[src/rtl/fizzbuzz_pkg.sv]
// Shared types and constants for the fizzbuzz ASCII line transmitter.
package fizzbuzz_pkg;

    typedef enum logic [2:0] {
        IDLE,
        CONV,
        TEXT,
        DIGITS,
        NL
    } fb_state_t;

    localparam logic [7:0] ASCII_F  = 8'h46;
    localparam logic [7:0] ASCII_I  = 8'h69;
    localparam logic [7:0] ASCII_Z  = 8'h7A;
    localparam logic [7:0] ASCII_B  = 8'h42;
    localparam logic [7:0] ASCII_U  = 8'h75;
    localparam logic [7:0] ASCII_0  = 8'h30;
    localparam logic [7:0] ASCII_LF = 8'h0A;

    // Number of decimal digits needed to print a non-negative value (0 -> 1).
    function automatic int num_dec_digits(input int value);
        int n;
        int v;
        n = 1;
        v = value;
        while (v >= 10) begin
            v = v / 10;
            n = n + 1;
        end
        return n;
    endfunction

endpackage

[src/rtl/fizzbuzz_bin2bcd.sv]
// Sequential double-dabble converter: W-bit binary in, D BCD digits out.
// The first shift happens on the start edge, so o_done is high exactly
// W cycles after the cycle in which i_start is asserted. o_bcd holds its
// value until the next start.
module fizzbuzz_bin2bcd
    import fizzbuzz_pkg::*;
#(
    parameter int W = 5,
    parameter int D = 2
) (
    input  logic           i_clk,
    input  logic           i_rst_n,
    input  logic           i_start,
    input  logic [W-1:0]   i_bin,
    output logic           o_done,
    output logic [D*4-1:0] o_bcd
);

    // Internal digit count covers the full W-bit range so out-of-range
    // inputs do not corrupt the shift chain; only the low D digits leave.
    localparam int DF    = num_dec_digits((1 << W) - 1);
    localparam int DI    = (DF > D) ? DF : D;
    localparam int CNT_W = (W > 1) ? $clog2(W) : 1;

    logic             busy_q;
    logic [CNT_W-1:0] cnt_q;
    logic [W-1:0]     bin_q;
    logic [DI*4-1:0]  bcd_q;

    // Add 3 to every BCD digit that is 5 or more before the next shift.
    function automatic logic [DI*4-1:0] dabble_adjust(input logic [DI*4-1:0] v);
        logic [DI*4-1:0] r;
        r = v;
        for (int k = 0; k < DI; k++) begin
            if (r[k*4 +: 4] >= 4'd5) r[k*4 +: 4] = r[k*4 +: 4] + 4'd3;
        end
        return r;
    endfunction

    // Control: busy flag and remaining-shift counter.
    always_ff @(posedge i_clk or negedge i_rst_n) begin
        if (!i_rst_n) begin
            busy_q <= 1'b0;
            cnt_q  <= '0;
        end else if (i_start) begin
            busy_q <= 1'b1;
            cnt_q  <= CNT_W'(W - 1);
        end else if (busy_q) begin
            if (cnt_q == '0) busy_q <= 1'b0;
            else             cnt_q  <= cnt_q - 1'b1;
        end
    end

    // Datapath: load with the first shift applied, then adjust-and-shift.
    always_ff @(posedge i_clk) begin
        if (i_start) begin
            bcd_q <= {{(DI*4-1){1'b0}}, i_bin[W-1]};
            bin_q <= i_bin << 1;
        end else if (busy_q && (cnt_q != '0)) begin
            {bcd_q, bin_q} <= {dabble_adjust(bcd_q), bin_q} << 1;
        end
    end

    assign o_done = busy_q && (cnt_q == '0);
    assign o_bcd  = bcd_q[D*4-1:0];

endmodule

[src/rtl/fizzbuzz_ascii_tx.sv]
// Serialises fizzbuzz beats into ASCII lines ("Fizz", "Buzz", "FizzBuzz"
// or the decimal number) on a byte stream, each line ended by LF with
// o_last. All outputs are registered; o_data/o_last hold while stalled.
module fizzbuzz_ascii_tx
    import fizzbuzz_pkg::*;
#(
    parameter  int g_length = 20,
    localparam int W        = $clog2(g_length + 1),
    localparam int D        = num_dec_digits(g_length)
) (
    input  logic         i_clk,
    input  logic         i_rst_n,
    input  logic         i_valid,
    output logic         o_ready,
    input  logic [W-1:0] i_number,
    input  logic         i_is_fizz,
    input  logic         i_is_buzz,
    output logic         o_valid,
    input  logic         i_ready,
    output logic [7:0]   o_data,
    output logic         o_last,
    output logic         o_err
);

    localparam int IDX_W = (D > 8) ? $clog2(D) : 3;

    fb_state_t        state_q, state_d;
    logic [IDX_W-1:0] idx_q, idx_d, idx_inc, idx_dec;
    logic [IDX_W-1:0] lead_pos, text_last;
    logic             fizz_q, buzz_q;
    logic             ready_d, valid_d, last_d, err_d;
    logic [7:0]       data_d;
    logic             accept, in_bad;
    logic             conv_start, conv_done;
    logic [D*4-1:0]   bcd;

    // Text byte at position idx: the "Fizz" half first when fizz is set.
    function automatic logic [7:0] text_byte(input logic [IDX_W-1:0] idx, input logic fizz);
        logic use_fizz;
        use_fizz = fizz && (int'(idx) < 4);
        case (idx[1:0])
            2'd0:    return use_fizz ? ASCII_F : ASCII_B;
            2'd1:    return use_fizz ? ASCII_I : ASCII_U;
            default: return ASCII_Z;
        endcase
    endfunction

    // ASCII character of BCD digit at position pos (0 = least significant).
    function automatic logic [7:0] digit_byte(input logic [D*4-1:0] bcd_v, input logic [IDX_W-1:0] pos);
        return ASCII_0 + {4'd0, bcd_v[int'(pos)*4 +: 4]};
    endfunction

    fizzbuzz_bin2bcd #(
        .W (W),
        .D (D)
    ) u_bin2bcd (
        .i_clk   (i_clk),
        .i_rst_n (i_rst_n),
        .i_start (conv_start),
        .i_bin   (i_number),
        .o_done  (conv_done),
        .o_bcd   (bcd)
    );

    assign accept    = (state_q == IDLE) && o_ready && i_valid;
    assign in_bad    = (i_is_fizz != ((int'(i_number) % 3) == 0)) ||
                       (i_is_buzz != ((int'(i_number) % 5) == 0)) ||
                       (int'(i_number) > g_length);
    assign text_last = (fizz_q && buzz_q) ? IDX_W'(7) : IDX_W'(3);
    assign idx_inc   = idx_q + IDX_W'(1);
    assign idx_dec   = idx_q - IDX_W'(1);

    // Leading-zero suppression: position of the most significant nonzero
    // digit, or the LS digit when the value is zero.
    always_comb begin
        lead_pos = '0;
        for (int p = 1; p < D; p++) begin
            if (bcd[p*4 +: 4] != 4'd0) lead_pos = IDX_W'(p);
        end
    end

    // Next-state and next-output logic; output bytes only advance on i_ready.
    always_comb begin
        state_d    = state_q;
        idx_d      = idx_q;
        valid_d    = o_valid;
        data_d     = o_data;
        last_d     = o_last;
        err_d      = o_err;
        conv_start = 1'b0;
        case (state_q)
            IDLE: begin
                if (accept) begin
                    err_d = o_err | in_bad;
                    if (i_is_fizz || i_is_buzz) begin
                        state_d = TEXT;
                        idx_d   = '0;
                        valid_d = 1'b1;
                        data_d  = text_byte('0, i_is_fizz);
                        last_d  = 1'b0;
                    end else begin
                        state_d    = CONV;
                        conv_start = 1'b1;
                    end
                end
            end
            CONV: begin
                if (conv_done) begin
                    state_d = DIGITS;
                    idx_d   = lead_pos;
                    valid_d = 1'b1;
                    data_d  = digit_byte(bcd, lead_pos);
                    last_d  = 1'b0;
                end
            end
            TEXT: begin
                if (i_ready) begin
                    if (idx_q == text_last) begin
                        state_d = NL;
                        data_d  = ASCII_LF;
                        last_d  = 1'b1;
                    end else begin
                        idx_d  = idx_inc;
                        data_d = text_byte(idx_inc, fizz_q);
                    end
                end
            end
            DIGITS: begin
                if (i_ready) begin
                    if (idx_q == '0) begin
                        state_d = NL;
                        data_d  = ASCII_LF;
                        last_d  = 1'b1;
                    end else begin
                        idx_d  = idx_dec;
                        data_d = digit_byte(bcd, idx_dec);
                    end
                end
            end
            NL: begin
                if (i_ready) begin
                    state_d = IDLE;
                    valid_d = 1'b0;
                    data_d  = '0;
                    last_d  = 1'b0;
                end
            end
            default: state_d = IDLE;
        endcase
        ready_d = (state_d == IDLE);
    end

    // Control and output registers.
    always_ff @(posedge i_clk or negedge i_rst_n) begin
        if (!i_rst_n) begin
            state_q <= IDLE;
            idx_q   <= '0;
            o_ready <= 1'b0;
            o_valid <= 1'b0;
            o_data  <= '0;
            o_last  <= 1'b0;
            o_err   <= 1'b0;
        end else begin
            state_q <= state_d;
            idx_q   <= idx_d;
            o_ready <= ready_d;
            o_valid <= valid_d;
            o_data  <= data_d;
            o_last  <= last_d;
            o_err   <= err_d;
        end
    end

    // Captured flags select the text for the whole line.
    always_ff @(posedge i_clk) begin
        if (accept) begin
            fizz_q <= i_is_fizz;
            buzz_q <= i_is_buzz;
        end
    end

endmodule

[config.mk]
export PLATFORM = sky130hd
export DESIGN_NAME = fizzbuzz_ascii_tx
export DESIGN_NICKNAME = d
export VERILOG_FILES = /design/src/rtl/fizzbuzz_pkg.sv /design/src/rtl/fizzbuzz_bin2bcd.sv /design/src/rtl/fizzbuzz_ascii_tx.sv
export SDC_FILE = /design/constraint.sdc
export NUM_CORES = 1
export LEC_CHECK = 0
export CORE_ASPECT_RATIO = 0.9
export CORE_MARGIN = 5
export CORE_UTILIZATION = 50
export DETAILED_ROUTE_END_ITERATION = 12
export PLACE_DENSITY = 0.7
export SLEW_MARGIN = 20
export SYNTH_ARGS = -nofsm -noshare
export SYNTH_HDL_FRONTEND = slang
export SYNTH_SLANG_ARGS = --single-unit
[constraint.sdc]
create_clock -name i_clk -period 2.59 [get_ports i_clk]
set_input_delay 0.518 -clock i_clk [delete_from_list [all_inputs] [get_ports i_clk]]
set_output_delay 0.518 -clock i_clk [all_outputs]
set_load 0.02 [all_outputs]
# Word level (Yosys, flattened, before mapping)
# Cells that the tools add are included.
[classes]
shift = 2
div_mod_pow = 2
reduce_logical = 29
n_addsub = 7
bitwise_logic = 1
multipliers = 0
n_eq_ne = 19
magnitude_cmp = 4
n_mux = 60
[ops]
columns = ["operator", "count"]
rows = [
  ["32-bit logical NOT", 2],
  ["3-bit two-way mux", 21],
  ["8-bit two-way mux", 6],
  ["8-bit case mux with 5 select lines", 1],
  ["6-bit by 3-bit remainder unit with 32-bit output (second input constant)", 1],
  ["6-bit by 4-bit remainder unit with 32-bit output (second input constant)", 1],
  ["1-bit two-way mux", 20],
  ["2-bit inequality test (second input constant)", 10],
  ["5-bit two-way mux", 3],
  ["3-bit case mux with 5 select lines", 1],
  ["6-bit by 4-bit adder with 7-bit output (first input constant)", 2],
  ["7-bit two-way mux", 2],
  ["3-bit logical NOT", 4],
  ["3-bit case mux with 4 select lines", 1],
  ["6-bit case mux with 2 select lines", 1],
  ["9-bit AND reduction", 1],
  ["4-bit by 3-bit greater-or-equal comparator with 1-bit output (second input constant)", 2],
  ["8-bit AND reduction", 1],
  ["4-bit nonzero test", 2],
  ["8-bit by 4-bit indexed part select with 4-bit output", 1],
  ["8-bit by 6-bit indexed part select with 4-bit output", 1],
  ["7-bit AND reduction", 1],
  ["3-bit by 2-bit == test with 1-bit output (second input constant)", 2],
  ["1-bit logical AND", 6],
  ["other kinds (24)", 31],
]
[totals]
mem_bits_ro = 0
latch_bits = 0
output_inout_bits = 12
ramBits = 0
input_bits = 11
n_memories = 0
wordCells = 138
reg_bits = 36

# Longest topological paths before layout
# Gate-level depths: netlist of run 1.
[depth]
ltp_word = 8
mapped_depth = 17

# Cells and area by module
# Synthesis of run 1 repeated with hierarchy kept, for this count alone.
[hier_totals]
hier_cells = 411
hier_area_um2 = 3234.4
[modules_own_cells]
columns = ["module", "area_per_inst_um2", "n_inst", "seq_area_each_um2", "cells_each"]
rows = [
  ["fizzbuzz_ascii_tx", 2378.5, 1, 485.5, 329],
  ["fizzbuzz_bin2bcd", 855.8, 1, 390.4, 82],
]

# Worst setup path before layout of run 1
# Ideal clock, no wire load.
[synth_timing]
path_type = "input port to flip-flop"
start = "input port i_number[3]"
end = "register o_err"
n_path_buf = 2
required_ns = 2.457
path_stages = 16
arrival_time_ns = 3.865
setup_ns = 0.133
setup_slack_ns = -1.408
path_cell_list = "buf_2 -> inv_1 -> ha_1 -> and4_1 -> a21oi_1 -> o21ai_0 -> ha_1 -> clkbuf_1 -> or4_1 -> o21a_2 -> ha_1 -> or3_1 -> and4b_1 -> a21oi_2 -> mux2i_1 -> nand4b_1"
[synth_between]
elab_chain_cells = 6
elab_cells_between_ends = 10
[synth_lines]
columns = ["element", "line", "source"]
rows = [
  ["start: declaration", "fizzbuzz_ascii_tx.sv:15", "input logic [W-1:0] i_number,"],
  ["6-bit by 3-bit remainder unit with 32-bit output or 6-bit by 4-bit remainder unit with 32-bit output (tied branches)", "fizzbuzz_ascii_tx.sv:66, fizzbuzz_ascii_tx.sv:67", ""],
  ["32-bit logical NOT (on tied branches)", "fizzbuzz_ascii_tx.sv:66, fizzbuzz_ascii_tx.sv:67", ""],
  ["1-bit inequality test (on tied branches)", "fizzbuzz_ascii_tx.sv:66, fizzbuzz_ascii_tx.sv:67", ""],
  ["1-bit logical OR", "fizzbuzz_ascii_tx.sv:66", "assign in_bad = (i_is_fizz != ((int'(i_number) % 3) == 0)) ||"],
  ["1-bit logical OR *", "fizzbuzz_ascii_tx.sv:67", "(i_is_buzz != ((int'(i_number) % 5) == 0)) ||"],
  ["1-bit bitwise OR *", "fizzbuzz_ascii_tx.sv:94", "err_d = o_err | in_bad;"],
  ["end signal: assignment", "fizzbuzz_ascii_tx.sv:170", "o_err <= err_d;"],
  ["end: declaration", "fizzbuzz_ascii_tx.sv:22", "output logic o_err"],
]
# Every way passes the cells marked *; elsewhere a longest branch is shown, timed or not.
# A chain may end at the register's enable or synchronous reset.

# Final worst setup path of run 1
# Ends and elaborated chain as after synthesis.

==> results of run 1 <==
## worst min-delay path, delay by kind of cell, from the launching register on
family           cells  cell delay (ps)
AND/OR/NAND/NOR      2              100
flip-flops           1              350
## final timing paths
path / startpoint / endpoint / slack [ps] / cells after the start
max: i_number[3] / o_err / -480 / 15
min: o_last / o_last / 480 / 2
max reg2reg: idx_q[2] / o_ready / 350 / 7
min reg2reg: o_last / o_last / 480 / 2
max in group asynchronous: i_rst_n / u_bin2bcd.cnt_q[1] / 1780 / 2
min in group asynchronous: i_rst_n / o_ready / 570 / 2
## flip-flops by register name, indices dropped and copies added (netlist names)
register          flops
o_last                1
fizz_q                1
o_valid               1
o_err                 1
o_data                7
o_ready               1
state_q               3
buzz_q                1
idx_q                 3
u_bin2bcd.o_bcd       8
u_bin2bcd.cnt_q       3
u_bin2bcd.busy_q      1
u_bin2bcd.bin_q       4
## metal layers
metal | GRT usage (%) | up-vias
met5 | 0 | -
met4 | 5.80 | 0
met3 | 4.62 | 16
met2 | 34.4 | 77
met1 | 30.8 | 1374
li1 | - | 1477
## synthesized netlist by cell type (5+ instances only)
cell type	n
nand2_1	49
nor2_1	37
o21ai_0	34
a21oi_1	29
dfrtp_1	21
ha_1	18
inv_1	17
clkbuf_1	12
nor2b_1	10
nand2b_1	9
xnor2_1	8
a31oi_1	7
dfxtp_1	7
edfxtp_1	7
nand3_1	7
mux2i_1	6
or3_1	5
## area by class of cell
class,count,area [um2],area share (%)
multi-input combinational,297,1950,50.5
sequential,35,876,22.7
timing repair buffer,93,768,19.9
tap,70,87.6,2.27
inverter,18,70.1,1.82
clock buffer,5,68.8,1.78
clock inverter,3,38.8,1.01
## power breakdown
group / switching (mW) / internal [mW]
Combinational: 1.02 / 0.832
Clock: 0.210 / 0.282
Sequential: 0.186 / 0.797
## placed cells by master (no fill, tap or decap), types with 3 or more instances in the layout
cell type / count
a31oi_1: 7
a21oi_1: 27
inv_1: 16
xor2_1: 3
nor3_1: 3
o22ai_1: 3
or3_1: 4
or2_2: 3
nand2b_1: 9
nand2_1: 48
o2111ai_1: 3
nor4_1: 4
nand3_1: 7
o211ai_1: 3
nor2_1: 36
and2_1: 4
a21oi_2: 3
clkdlybuf4s50_1: 16
buf_4: 71
o21ai_0: 31
ha_4: 3
o21a_1: 3
xnor2_1: 8
a211oi_1: 3
mux2i_1: 6
edfxtp_1: 7
ha_1: 14
clkbuf_8: 5
dfxtp_1: 7
nor2b_1: 10
dfrtp_1: 21
a22oi_1: 3
## stage by stage
step | hold WS [ps] | total power, mW | setup WS [ps]
after floorplan | 222 | 2.22 | -960
after global placement | 462 | 2.74 | -1270
after detailed placement | 468 | 2.79 | -1370
after CTS | 486 | 3.31 | -531
after global routing | 530 | 3.63 | -655
final | 480 | 3.33 | -483
## repair_timing
item                       4_1_cts  5_1_grt
pin swaps                       13       11
cloned                           0        0
buffers inserted                10        0
setup endpoints to repair        1        1
gates resized for setup         23        8
## kinds of logic after synthesis
kind of cell / after synthesis / share of synthesized area (%)
compound gates: 110 / 24.8
xor+xnor: 11 / 3.32
fa+ha+maj: 19 / 8.10
buf+inv: 37 / 5.38
flops: 35 / 30.1
mux: 7 / 2.45
other cells: 1 / 0.129
simple gates: 149 / 25.7
==> results.toml, run 1 <==
[critical_path]
crit_chain = "buf_8, inv_4, ha_4, and4_1, a21oi_2, o21ai_2, ha_2, or4_1, o21a_2, ha_4, or3_4, and4b_1, a21oi_2, mux2i_1, nand4b_1"
crit_path_end_kind = "flip-flop"
critical_path_required_ps = 2750
worstPathArrival_ps = 3240
cp_top_family = "simple AND/OR/NAND/NOR gates"
path_class = "primary input to flip-flop"
crit_slowest_cell = "or4_1"
path_buf_inv = 2
slowest_delay_ps = 460
cp-start-kind = "primary input"
path_max_fanout = 4

[detailed_routing]
vias = 2944
drc = 0
dr.first_iter.drc_count = 233
viasPerCell = 5.65
drt-pass1-iter-count = 4
wl_met2_mm = 3.32
top_layer = "met4"
antenna_left = 0
routed_wl_mm = 7.61
wl_per_cell_um = 14.6
wirelength_met1_mm = 3.79
dr_wl_met3_um = 377

[layout]
fin_nets = 479
fillers = 426
area_delta_synth_final_pct = 32.8
final_cell_area_mm2 = 0.00386
instances_no_fill = 521
layout-drive-gt1-share_pct = 23.9
num_antenna_cells = 0
utilization_pct = 68.1

[floorplan]
dieHeight_um = 82.3
die_x_um = 90.4
num_io_pins = 23
core_area_mm2 = 0.00566
initial_core_util_pct = 51.3
die-area_mm2 = 0.00744
fp-row-count = 26

[global_route]
track_usage_pct = 21.9
grt_overflow = 0
grt_pass1_vias = 2817
antenna_found_initial = 0
grt_max_degree = 22
grt_pass1_wl_mm = 13.4

[sta]
fin_ws_ps = -483
clock_skew_ps = 7.64
tightest_slew_ps = 574
relSlewSlack_pct = 61.3
maxSlewViolCount = 0
min_period_ps = 3070
fmax_mhz = 325
finalHoldViolations = 0
rsz0062_at_grt = "yes"
fin_crit_sh_pct = 119
setup_viol = 1
setup-tns-final_ps = -483

[status]
status = "finished with violations"
violations = "negative setup slack"

[synth]
synth_area_leaders = "dfrtp_1, ha_1, edfxtp_1"
yosysSeqAreaShare_pct = 30.1
syn_nets = 398
ys_ff_latch = 35
syn_inst = 369
yosys_warnings = 0
synth_top_area_share_pct = 18.1
yosysUniqueCellTypes = 67
synth_edf_count = 7
yosys.area.top_type = "dfrtp_1"
syn_area_mm2 = 0.00291
async_flop_share_pct = 60.0
avgSynthCellArea_um2 = 7.87
synth_flop_cell = "dfrtp_1"

[placed_design]
dp_hpwl_mm = 5.75
gp_congestion = 0.855
placed_cell_area_mm2 = 0.00362
dp_cells = 503
placement.io_buffers = 21

[cts]
h-tree-depth = 2
cts_tree = "built"
clkSlewWorstSetupHoldPaths_ps = 80
cts.sinks = 35
cts_hold_buf = 0
root_buffer = "clkbuf_8"
clock_latency_ps = 300
cts_buffers = 5
clk_path_buf_depth = 2

[power_and_ir_drop]
p_leak_nw = 1.68
cellPowerDensity_mw_per_mm2 = 863
max-vdd-ir-drop_mv = 0.633

[run]
cap_viol_max_count = 0

[worst_hold_path]
min_path_type = "flip-flop to flip-flop"
No activity file was read; power rests on OpenSTA's default activity.
==> run 2: changes to the inputs <==
ABC_CLOCK_PERIOD_IN_PS = 2590   (was unset)
==> results of run 2 <==
Same layout as run 1: the final DEF is identical, and so are final timing and power.
